File: src/rtl/ram1k_pkg.sv
// Shared constants and types for the RAM1K select path (decoder and encoder sides).
// The output state type is exported so the encoder can present its state for observation.
package ram1k_pkg;

    localparam int N_REQ  = 8;
    localparam int CODE_W = 3;

    typedef enum logic {
        ST_EMPTY = 1'b0,
        ST_HOLD  = 1'b1
    } enc_state_e;

    function automatic logic [N_REQ-1:0] onehot8(input logic [CODE_W-1:0] code);
        logic [N_REQ-1:0] v;
        v = '0;
        v[code] = 1'b1;
        return v;
    endfunction

endpackage

File: src/rtl/rr_prio_enc8.sv
// Combinational priority encoder that scans mask starting at index start, wrapping 7 -> 0.
// With start tied to 0 it is a plain lowest-index-wins encoder.
module rr_prio_enc8
    import ram1k_pkg::*;
(
    input  logic [N_REQ-1:0]  mask,
    input  logic [CODE_W-1:0] start,
    output logic [CODE_W-1:0] code,
    output logic              any
);

    logic [CODE_W-1:0] idx;

    always_comb begin
        code = '0;
        any  = 1'b0;
        idx  = '0;
        for (int i = 0; i < N_REQ; i++) begin
            idx = start + CODE_W'(i);
            if (!any && mask[idx]) begin
                code = idx;
                any  = 1'b1;
            end
        end
    end

endmodule

File: src/rtl/pending_encoder_8to3.sv
// Collects request pulses into a pending register and offers one 3-bit code per
// valid/ready transfer; fixed priority or round-robin selection.
module pending_encoder_8to3
    import ram1k_pkg::*;
#(
    parameter int ROUND_ROBIN = 0
) (
    input  logic              CLK,
    input  logic              RST,
    input  logic              EN,
    input  logic [N_REQ-1:0]  Req_In,
    input  logic              Out_Ready,
    output logic [CODE_W-1:0] Out_Code,
    output logic              Out_Valid,
    output logic [N_REQ-1:0]  Pending,
    output logic              Ovf,
    output enc_state_e        Dbg_State
);

    // Handshake: a code transfers on a rising edge where Out_Valid and Out_Ready are both
    // high; Out_Code/Out_Valid hold while Out_Valid=1 and Out_Ready=0; Out_Ready is
    // ignored while Out_Valid=0.

    enc_state_e        state_q, state_d;
    logic [N_REQ-1:0]  pend_q, pend_d;
    logic [CODE_W-1:0] ptr_q, ptr_d;
    logic [CODE_W-1:0] code_q, code_d;
    logic              ovf_q, ovf_d;

    logic              handshake;
    logic [N_REQ-1:0]  served;
    logic [N_REQ-1:0]  captured;
    logic [N_REQ-1:0]  sel_mask;
    logic [CODE_W-1:0] sel_start;
    logic [CODE_W-1:0] sel_code;
    logic              sel_any;

    rr_prio_enc8 u_enc (
        .mask  (sel_mask),
        .start (sel_start),
        .code  (sel_code),
        .any   (sel_any)
    );

    always_comb begin
        handshake = (state_q == ST_HOLD) && Out_Ready;
        served    = handshake ? onehot8(code_q) : '0;
        captured  = Req_In & {N_REQ{EN}};
        // Same-cycle requests only land in pending; they are offered a cycle later.
        sel_mask  = pend_q & ~served;
        sel_start = (ROUND_ROBIN != 0) ? ptr_q : '0;
        pend_d    = sel_mask | captured;
        ovf_d     = |(captured & sel_mask);
        ptr_d     = handshake ? code_q + CODE_W'(1) : ptr_q;
    end

    always_comb begin
        state_d = state_q;
        code_d  = code_q;
        unique case (state_q)
            ST_EMPTY: begin
                if (sel_any) begin
                    code_d  = sel_code;
                    state_d = ST_HOLD;
                end
            end
            ST_HOLD: begin
                if (Out_Ready) begin
                    if (sel_any) begin
                        code_d = sel_code;
                    end else begin
                        state_d = ST_EMPTY;
                    end
                end
            end
            default: state_d = ST_EMPTY;
        endcase
    end

    always_ff @(posedge CLK or posedge RST) begin
        if (RST) begin
            state_q <= ST_EMPTY;
            pend_q  <= '0;
            ptr_q   <= '0;
            code_q  <= '0;
            ovf_q   <= 1'b0;
        end else begin
            state_q <= state_d;
            pend_q  <= pend_d;
            ptr_q   <= ptr_d;
            code_q  <= code_d;
            ovf_q   <= ovf_d;
        end
    end

    assign Out_Code  = code_q;
    assign Out_Valid = (state_q == ST_HOLD);
    assign Pending   = pend_q;
    assign Ovf       = ovf_q;
    assign Dbg_State = state_q;

endmodule

File: config.mk
export PLATFORM = sky130hd
export DESIGN_NAME = pending_encoder_8to3
export DESIGN_NICKNAME = d
export VERILOG_FILES = /design/src/rtl/ram1k_pkg.sv /design/src/rtl/rr_prio_enc8.sv /design/src/rtl/pending_encoder_8to3.sv
export SDC_FILE = /design/constraint.sdc
export NUM_CORES = 1
export LEC_CHECK = 0
export ABC_AREA = 1
export BUFFER_PORTS_ARGS = -buffer_cell sky130_fd_sc_hd__buf_2
export CAP_MARGIN = 20
export CORE_MARGIN = 2
export CORE_UTILIZATION = 35
export DETAILED_ROUTE_END_ITERATION = 7
export PLACE_DENSITY = 0.58
export SLEW_MARGIN = 20
export SYNTH_ARGS = -nofsm -noshare
export SYNTH_HDL_FRONTEND = slang
export SYNTH_SLANG_ARGS = --single-unit
File: constraint.sdc
create_clock -name CLK -period 1.8 [get_ports CLK]
set_input_delay 0.36 -clock CLK [delete_from_list [all_inputs] [get_ports CLK]]
set_output_delay 0.36 -clock CLK [all_outputs]
set_load 0.05 [all_outputs]
# == Word-level counts from Yosys, hierarchy flattened ==
# Cells that the tools add are included.
# totals
mem_count,0
latch_bits,0
output_inout_bits,14
ram_bits,0
register_bits,13
rom_bits,0
elab_cells,54
# classes
shift,0
magnitude_cmp,2
bitwise_logic,6
div,0
reduce_logical,17
mul,0
muxes,24
addsub,0
eq_ne,1
# ops
operator,count
$and A8 B8 Y8,3
$mux W3,6
$mux W1,12
$logic_and A1 B1 Y1,9
$mux W8,1
$not A8 Y8,1
$or A8 B8 Y8,1
$reduce_or A8 Y1,1
$logic_not A1 Y1,7
$pmux W3 S2,1
$lt A3 B4 Y1 const B,1
$mux W2,2
$demux W1 S3,1
$ge A3 B1 Y1 const B,1
$ne A2 B2 Y1 const B,1
$pmux W1 S2,1
$not A1 Y1,1

# == Depth between registers and ports, before layout ==
# Gate-level depths: netlist (run 1).
# depth
depth_word,32
mapped_depth,12
mapped_depth_nobuf,12

# == Modules after synthesis ==
# A second synthesis (run 1) with hierarchy kept.
# hier_totals
hier_cells,232
area_unflattened_um2,1576.5
# by_module_without_submodules
module,area_per_inst_um2,seq_area_each_um2,cells_per_inst,n_inst
rr_prio_enc8,899.6,0.0,135,1
pending_encoder_8to3,676.9,325.3,97,1

# == Worst setup path after synthesis (run 1) ==
# No wires, ideal clock.
# synth_timing
path_kind,register to register
from,reg state_q (netlist: Dbg_State)
to,reg code_q[0] (netlist: Out_Code[0])
period_less_slack_ns,1.771
stages_incl_launch_ff,12
t_arrival_ns,1.653
path_slack_ns,0.029
path_cell_list,dfrtp_1 -> nand2_1 -> nor2_2 -> nand2_2 -> nand2_4 -> nand2_2 -> nor2_4 -> nand4_2 -> nand2_2 -> inv_2 -> nand2_1 -> nand2_1
# synth_via
elab_chain_cells,29
word_cells_on_any_way,38
classes_between,1 x eq/ne; 19 x mux; 3 x bitwise; 15 x reduce/logical
# synth_rtl
item,line,text
from (decl),pending_encoder_8to3.sv:24,"enc_state_e state_q, state_d;"
from (signal assigned),pending_encoder_8to3.sv:88,state_q <= state_d;
$logic_and A1 B1 Y1,pending_encoder_8to3.sv:46,handshake = (state_q == ST_HOLD) && Out_Ready;
$mux W8,pending_encoder_8to3.sv:47,served = handshake ? onehot8(code_q) : '0;
$not A8 Y8,pending_encoder_8to3.sv:50,sel_mask = pend_q & ~served;
$and A8 B8 Y8,pending_encoder_8to3.sv:50,
$mux W1,rr_prio_enc8.sv:20,if (!any && mask[idx]) begin
$logic_not A1 Y1,rr_prio_enc8.sv:20,
$logic_and A1 B1 Y1,rr_prio_enc8.sv:20,
$mux W1,rr_prio_enc8.sv:20,
[... 13 more ...],n/a,
$logic_and A1 B1 Y1,rr_prio_enc8.sv:20,
$mux W1,rr_prio_enc8.sv:20,
$logic_not A1 Y1,rr_prio_enc8.sv:20,
$logic_and A1 B1 Y1,rr_prio_enc8.sv:20,
$mux W3 or $mux W1 (tied branches),rr_prio_enc8.sv:20,
$mux W3,"pending_encoder_8to3.sv:62, pending_encoder_8to3.sv:69",
$mux W3,pending_encoder_8to3.sv:68,if (Out_Ready) begin
$pmux W3 S2,pending_encoder_8to3.sv:60,unique case (state_q)
to (signal assigned),pending_encoder_8to3.sv:91,code_q <= code_d;
to (decl),pending_encoder_8to3.sv:27,"logic [CODE_W-1:0] code_q, code_d;"
# Parallel ways exist; a longest one is shown, timed or not. The select of a mux whose other input is x is not followed.
# A chain may end at the register's enable or synchronous reset.

# == Worst setup path after layout (run 1) ==
# Ends and elaborated chain as after synthesis.

==> results.md, run 1 <==
- Ys Warns: 0
- Root Buffer: clkbuf_4
- H-tree depth reported by CTS: 1
- Final hold vios: 0
- # rows: 16
- # Post-CTS Setup Buffers: 0
- Largest stage delay, worst path: approximately 0.4 ns
- Cells after Synth: 101
- Leak: 0.000497 µW
- Post_cts resized: 0
- GRT Util Overall: 14.1%
- Bufs and invs on worst path: 1
- Share of cells above drive strength 1: 33.6%
- Drt pass-1 iters: 3
- Crit. End Element: flop
- #FFs+latches synth: 13
- Max VDD drop: 694 µV
- Crit path max fanout: 5
- Slowest-stage cell, CP: dfrtp_1
- Clock Power Share: 15.0%
- Max Fclk: between 600 and 700 MHz
- Final instance area: 927 µm²
- RSZ-0062 raised after global routing: false
- Starting DRT DRC Count: 14
- Vias per Instance: 4.55
- Maxcap violations: 0
- Slew @ Worst Pin: between 0.5 and 0.6 ns
- Final period utilization: between 80% and 90%
- ANT nets after route: 0
- Clk buf depth: 2
- Worst path required time: 1.98 ns
- Clock Skews: 0.00197 ns
- N_diodes: 0
- Tmin final: roughly 1.6 ns
- Die Height: slightly above 50 µm
- Unique masters post-synth: 24
- Gate power share: roughly 50%
- Status: finished, final reports clean
- Sink Count: 13
- Layout area overhead: 23.1%
- Switching power total: 650 µW
- Seq/Total Area, Yosys: 43.2%
- Placed cell area: 901 µm²
- Initial Util: 37.6%
- Port Buffers: 25
- Die span in x: 50.4 µm
- Std-Cell Core Area: 0.00200 mm²
- Top cell by count, worst path: nand2_1
- Max-slew violations: 0
- Gpl congestion: ~0.85
- Syn avg cell area: 7.46 µm²
- Mean routed wirelength per cell: around 10 µm
- # nets final: 141
- DRC viols: 0
- Final wirelength: 1.56 mm
- Worst slew margin: 66.0%
- Die area: ~0.0025 mm²
- Power Density: 1370 mW/mm²
- Hold WC Path Type: primary input to async pin
- Net count after synthesis: between 100 and 150
- Crit-path leading delay family: simple AND/OR/NAND/NOR gates
- Internal power: 620 µW
- CTS tree: yes
- Largest net degree at the start of global routing: 14
- Reg power frac: 33.5%
- Cell area after synthesis: 753 µm²
- Startpoint types: flop
- Sw frac: 51.2%
- Antenna violations before repair: 0
- CTS hold repair buffers: 0
- Worst path cell trace: nand2_1, nor2_2, nand2_1, nand2_2, nand2_2, nor2_4, nand4_2, nand2_2, inv_2, nand2_1, nand2_1
- Congestion Overflow GR: 0
- Finish-stage setup viols: 0
- Vias: 705
- Setup_tns: 0 ns
- CTS buffer count: 3
- CP Data Arrival Time: between 1.5 and 2 ns
- HPWL after DPL: 1.27 mm
- IO Count: 26
- Crit path kind: flop to flop
- Clk Latency, worst-skew pair: 0.28 ns
- Vias in the first global route: between 600 and 700
- Worst-path clk slew: roughly 0.08 ns
- First-pass GRT wire length: 2.70 mm
-- final timing paths --
check	from	endpoint	slack [ns]	cells past startpoint
setup / recovery	Dbg_State	Out_Code[0]	0.22	11
hold / removal	RST	Pending[1]	0.09	2
setup reg to reg	Dbg_State	Out_Code[0]	0.22	11
hold reg to reg	Pending[0]	Pending[0]	0.54	2
max in group asynchronous	RST	Pending[5]	1.37	2
min in group CLK	Req_In[0]	Pending[0]	0.29	3
-- power groups by stage --
| stage | logic (µW) | clock network (µW) | registers [µW] |
|---|---|---|---|
| after detailed placement | 658 | 0 | 434 |
| final | 654 | 191 | 425 |
| after CTS | 662 | 194 | 428 |
| after global routing | 716 | 203 | 439 |
| after floorplan | 280 | 0 | 670 |
| after global placement | 660 | 0 | 433 |
-- layout make-up --
| type | count | area [µm²] |
|---|---|---|
| multi-input cells | 72 | 364 |
| fillers | 223 | 1070 |
| clock buffers | 4 | 26.3 |
| inverters | 14 | 52.6 |
| repair buffers | 25 | 125 |
| flip-flops and latches | 13 | 325 |
| well taps | 27 | 33.8 |
-- layer usage --
| layer | vias to the layer above | track usage, % | share of wire (%) |
|---|---|---|---|
| met5 | - | 0 | 0 |
| met4 | 0 | 6.76 | 2.4 |
| met3 | 5 | 2.68 | 5.7 |
| met2 | 20 | 20.2 | 44 |
| met1 | 309 | 20.4 | 48 |
| li1 | 371 | - | - |
-- cells in the mapped netlist --
library cell	instances	area (µm²)
or2_2	1	6.26
nand4_1	2	12.5
inv_1	13	48.8
o21ai_1	1	5.00
o22ai_1	1	6.26
nand4_2	1	12.5
o21bai_2	1	11.3
nor3_1	2	10.0
o21ai_2	1	8.76
nor4_1	1	6.26
o21ai_0	3	15.0
buf_4	1	7.51
clkbuf_1	1	3.75
inv_2	1	3.75
nor2_4	1	11.3
dfrtp_1	13	325
nand3b_1	1	7.51
nand3_1	4	20.0
nand2_4	2	22.5
nand2_2	6	37.5
nand2_1	36	135
o21bai_1	1	7.51
nor2_2	1	6.26
nor2_1	6	22.5
-- stage by stage --
step	power [µW]	utilization, %	instances	hold slack [ns]	setup WS [ns]
floorplan	950	-	101	0.237	0.0294
global placement	1090	45.0	151	0.421	0.199
detailed placement	1090	45.0	151	0.432	0.148
CTS	1280	46.3	155	0.119	0.192
global route	1360	46.3	155	0.152	0.0331
finish	1270	46.3	155	0.0889	0.224
-- kinds of logic (layout without fill, tap and decap cells) --
family / after synthesis / after routing / share of synthesized area (%)
AOI/OAI and AO/OA: 8 / 8 / 7.14
buffers and inverters: 16 / 43 / 8.47
DFF: 13 / 13 / 43.2
and+or+nand+nor: 64 / 64 / 41.2
-- flip-flops by register name, summed over array words and instances, names as in the netlist --
signal,flops
Pending,8
Out_Code,3
Ovf,1
Dbg_State,1
-- cells in the final DEF, fill, tap and decap left out --
master	netlist	final
or2_2	1	1
nand4_2	1	1
o21ai_2	1	1
buf_2	0	25
nor3_1	2	2
clkbuf_1	1	1
o21ai_1	1	1
o21bai_2	1	1
dfrtp_1	13	13
nor2_2	1	1
inv_2	1	1
clkbuf_4	0	3
nor2_4	1	1
nand3_1	4	4
o21ai_0	3	3
inv_1	13	13
nand2_4	2	2
nand2_1	36	36
nand4_1	2	2
o22ai_1	1	1
nand3b_1	1	1
nand2_2	6	6
nor2_1	6	6
o21bai_1	1	1
nor4_1	1	1
Note: power is estimated with default switching activity, not from simulation.
==> inputs of run 2 (changes only) <==
- ABC_AREA: 1 -> unset
- CORE_ASPECT_RATIO: unset -> 2
- PLACE_DENSITY: 0.58 -> 0.52
- SYNTH_HIERARCHICAL: unset -> 1
==> results.md, run 2 <==
- Ys flop type: dfrtp_1
- Slew @ Worst Pin: roughly 0.52 ns
- Final setup margin: -0.864 ns
- HPWL after DPL: 4.45 mm
- CTS tree: yes
- Drt pass-1 iters: 4
- Vias per Instance: between 5 and 6
- Die area: 0.00555 mm²
- Leak: 0.00105 µW
- #FFs+latches synth: 13
- Crit path kind: flop to flop
- Largest net degree at the start of global routing: 20
- Area of the multi-input gates: around 0.0014 mm²
- Max VDD drop: 998 µV
- Worst-path clk slew: 0.05 ns
- Min Hold Slack: approximately 0.14 ns
- Largest register FFs: 8
- Die span in x: 53.7 µm
- CTS buffer count: 3
- Sink Count: 13
- Std-Cell Core Area: 0.00482 mm²
- Failing checks: setup timing
- Ys Warns: 6
- Initial Util: 35.8%
- Layout area overhead: 39.4%
- Final period utilization: 148%
- IO Count: 26
- Maxcap violations: 0
- # rows: 36
- Status: finished with violations
- Fill cells: about 450
- Startpoint types: flop
- Clock Skews: about 0.0025 ns
- Congestion Overflow GR: 0
- Starting DRT DRC Count: 51
- Top-count cell post-synth: nand2_1
- First-pass GRT wire length: between 8 and 9 mm
- Placed cell area: between 0.002 and 0.0025 mm²
- Worst path required time: 1.93 ns
- Commonest cells after routing, fill and taps aside: buf_4 (50), buf_2 (25), nand2_1 (14)
- Cell area after synthesis: 0.00173 mm²
- Synth top area share: 18.8%
- Hold WC Path Type: primary input to async pin
- Clk Latency, worst-skew pair: ~0.25 ns
- Synth top cells by count: nand2_1 (16), dfrtp_1 (13), nor2_1 (12)
- Max-slew violations: 0
- Unique masters post-synth: 56
- Finish-stage setup viols: 4
- Final instance area: 0.00241 mm²
- Share of cells above drive strength 1: 50.4%
- Cells after Synth: 180
- Power Density: 1640 mW/mm²
- N_diodes: 0
- Synth top area cells: dfrtp_1 (19%), mux4_2 (13%), mux4_1 (7.6%)
- Clk buf depth: 2
- RSZ-0062 raised after global routing: true
- Syn avg cell area: 9.59 µm²
- Final hold vios: 0
- Root Buffer: clkbuf_8
- EDFF count, synth: 0
- Seq/Total Area, Yosys: 18.8%
- Vias: roughly 1.8k
- # nets final: 271
- Tot Pwr: 3960 µW
- Tmin final: 2.66 ns
- Pre-CTS setup slack: -0.937 ns
- Largest area contributor in the netlist: dfrtp_1
- Crit. End Element: flop
- Async SR Flop Fraction: 100%
- Port Buffers: 25
- Crit path max fanout: 5
- GRT Util Overall: 22.1%
- Worst slew margin: 64.7%
- Vias in the first global route: 1,731
- Leading cell type in the layout, fill and taps excluded: buf_4
- Die Height: roughly 100 µm
- Final wirelength: 5.55 mm
- Mean routed wirelength per cell: 17.7 µm
- Gpl congestion: ~0.84
- ANT nets after route: 0
- Antenna violations before repair: 0
- Max Fclk: 375 MHz
- FF+latch area: 330 µm²
- H-tree depth reported by CTS: 1
- CP Data Arrival Time: 2.79 ns
- DRC viols: 0
## run 2: cell types whose count changed after synthesis, moves of 7 or more
cell     change
mux4_2      +10
a21oi_1      +9
a31oi_1      +7
a21o_1      +10
nand2_1     -20
buf_2        +7
## run 2: area by class of cell
type | count | area share, %
multi-input combinational | 148 | 56.9
timing repair buffer | 79 | 22.7
sequential | 13 | 13.7
tap | 57 | 2.96
clock buffer | 4 | 1.87
inverter | 12 | 1.87
## run 2: logic make-up (layout without fill, tap and decap cells)
group                    Yosys count  in the layout  synth area share, %
adder cells (fa/ha/maj)            2              2                 1.45
buffers and inverters             24             95                 7.46
flip-flops                        13             13                 18.8
XOR/XNOR                           3              3                 1.52
multiplexers                      30             30                 31.1
AO/OA/AOI/OAI                     59             59                 25.7
other                              1              6                0.217
AND/OR/NAND/NOR                   48             48                 13.7
## run 2: power by group
| part | internal [µW] | leakage (µW) | switching, µW |
|---|---|---|---|
| Combinational | 1520 | 0.000901 | 1690 |
| Clock | 157 | 0.0000228 | 107 |
| Sequential | 405 | 0.000130 | 80.2 |
## run 2: repair_timing
| action | CTS | global route |
|---|---|---|
| pin swaps | 9 | 6 |
| hold endpoints to repair | 0 | 0 |
| resized for setup | 14 | 9 |
| setup buffers | 6 | 1 |
| setup endpoints to repair | 4 | 4 |
| hold buffers | 0 | 0 |
## run 2: worst paths after layout
kind,from,endpoint,slack (ns),cells after the start
worst max-delay path,Out_Code[1],Out_Code[1],-0.86,9
worst min-delay path,RST,Pending[5],0.14,2
min in group CLK,Req_In[7],Pending[7],0.33,2
worst min register to register,Out_Code[2],Out_Code[2],0.59,1
max in group asynchronous,RST,Out_Code[1],1.27,2
worst max register to register,Out_Code[1],Out_Code[1],-0.86,9
## run 2: critical path: stages (launching register included)
cell and delay [ns]:
dfrtp_2 0.44, and2b_1 0.26, a21boi_2 0.08, mux4_2 0.48, mux2_4 0.29, or2_4 0.27, nor3_2 0.18, nand2_1 0.11
nand2_2 0.12, mux2_4 0.32
## run 2: stage by stage
stage                     cells  utilization [%]  setup TNS (ns)
after floorplan             185                -           -3.92
after global placement      302             46.1           -3.28
after detailed placement    302             46.1           -3.45
after CTS                   312             48.9           -3.06
after global routing        313             49.9           -3.55
final                       313             49.9           -3.14
## run 2: per-layer routing
| metal | part of all wire (%) | GRT usage, % | up-vias |
|---|---|---|---|
| met5 | 0 | 0 | - |
| met1 | 33 | 22.2 | 860 |
| met2 | 59 | 42.2 | 58 |
| met3 | 3.2 | 1.01 | 19 |
| met4 | 5.2 | 12.4 | 0 |
| li1 | - | - | 844 |
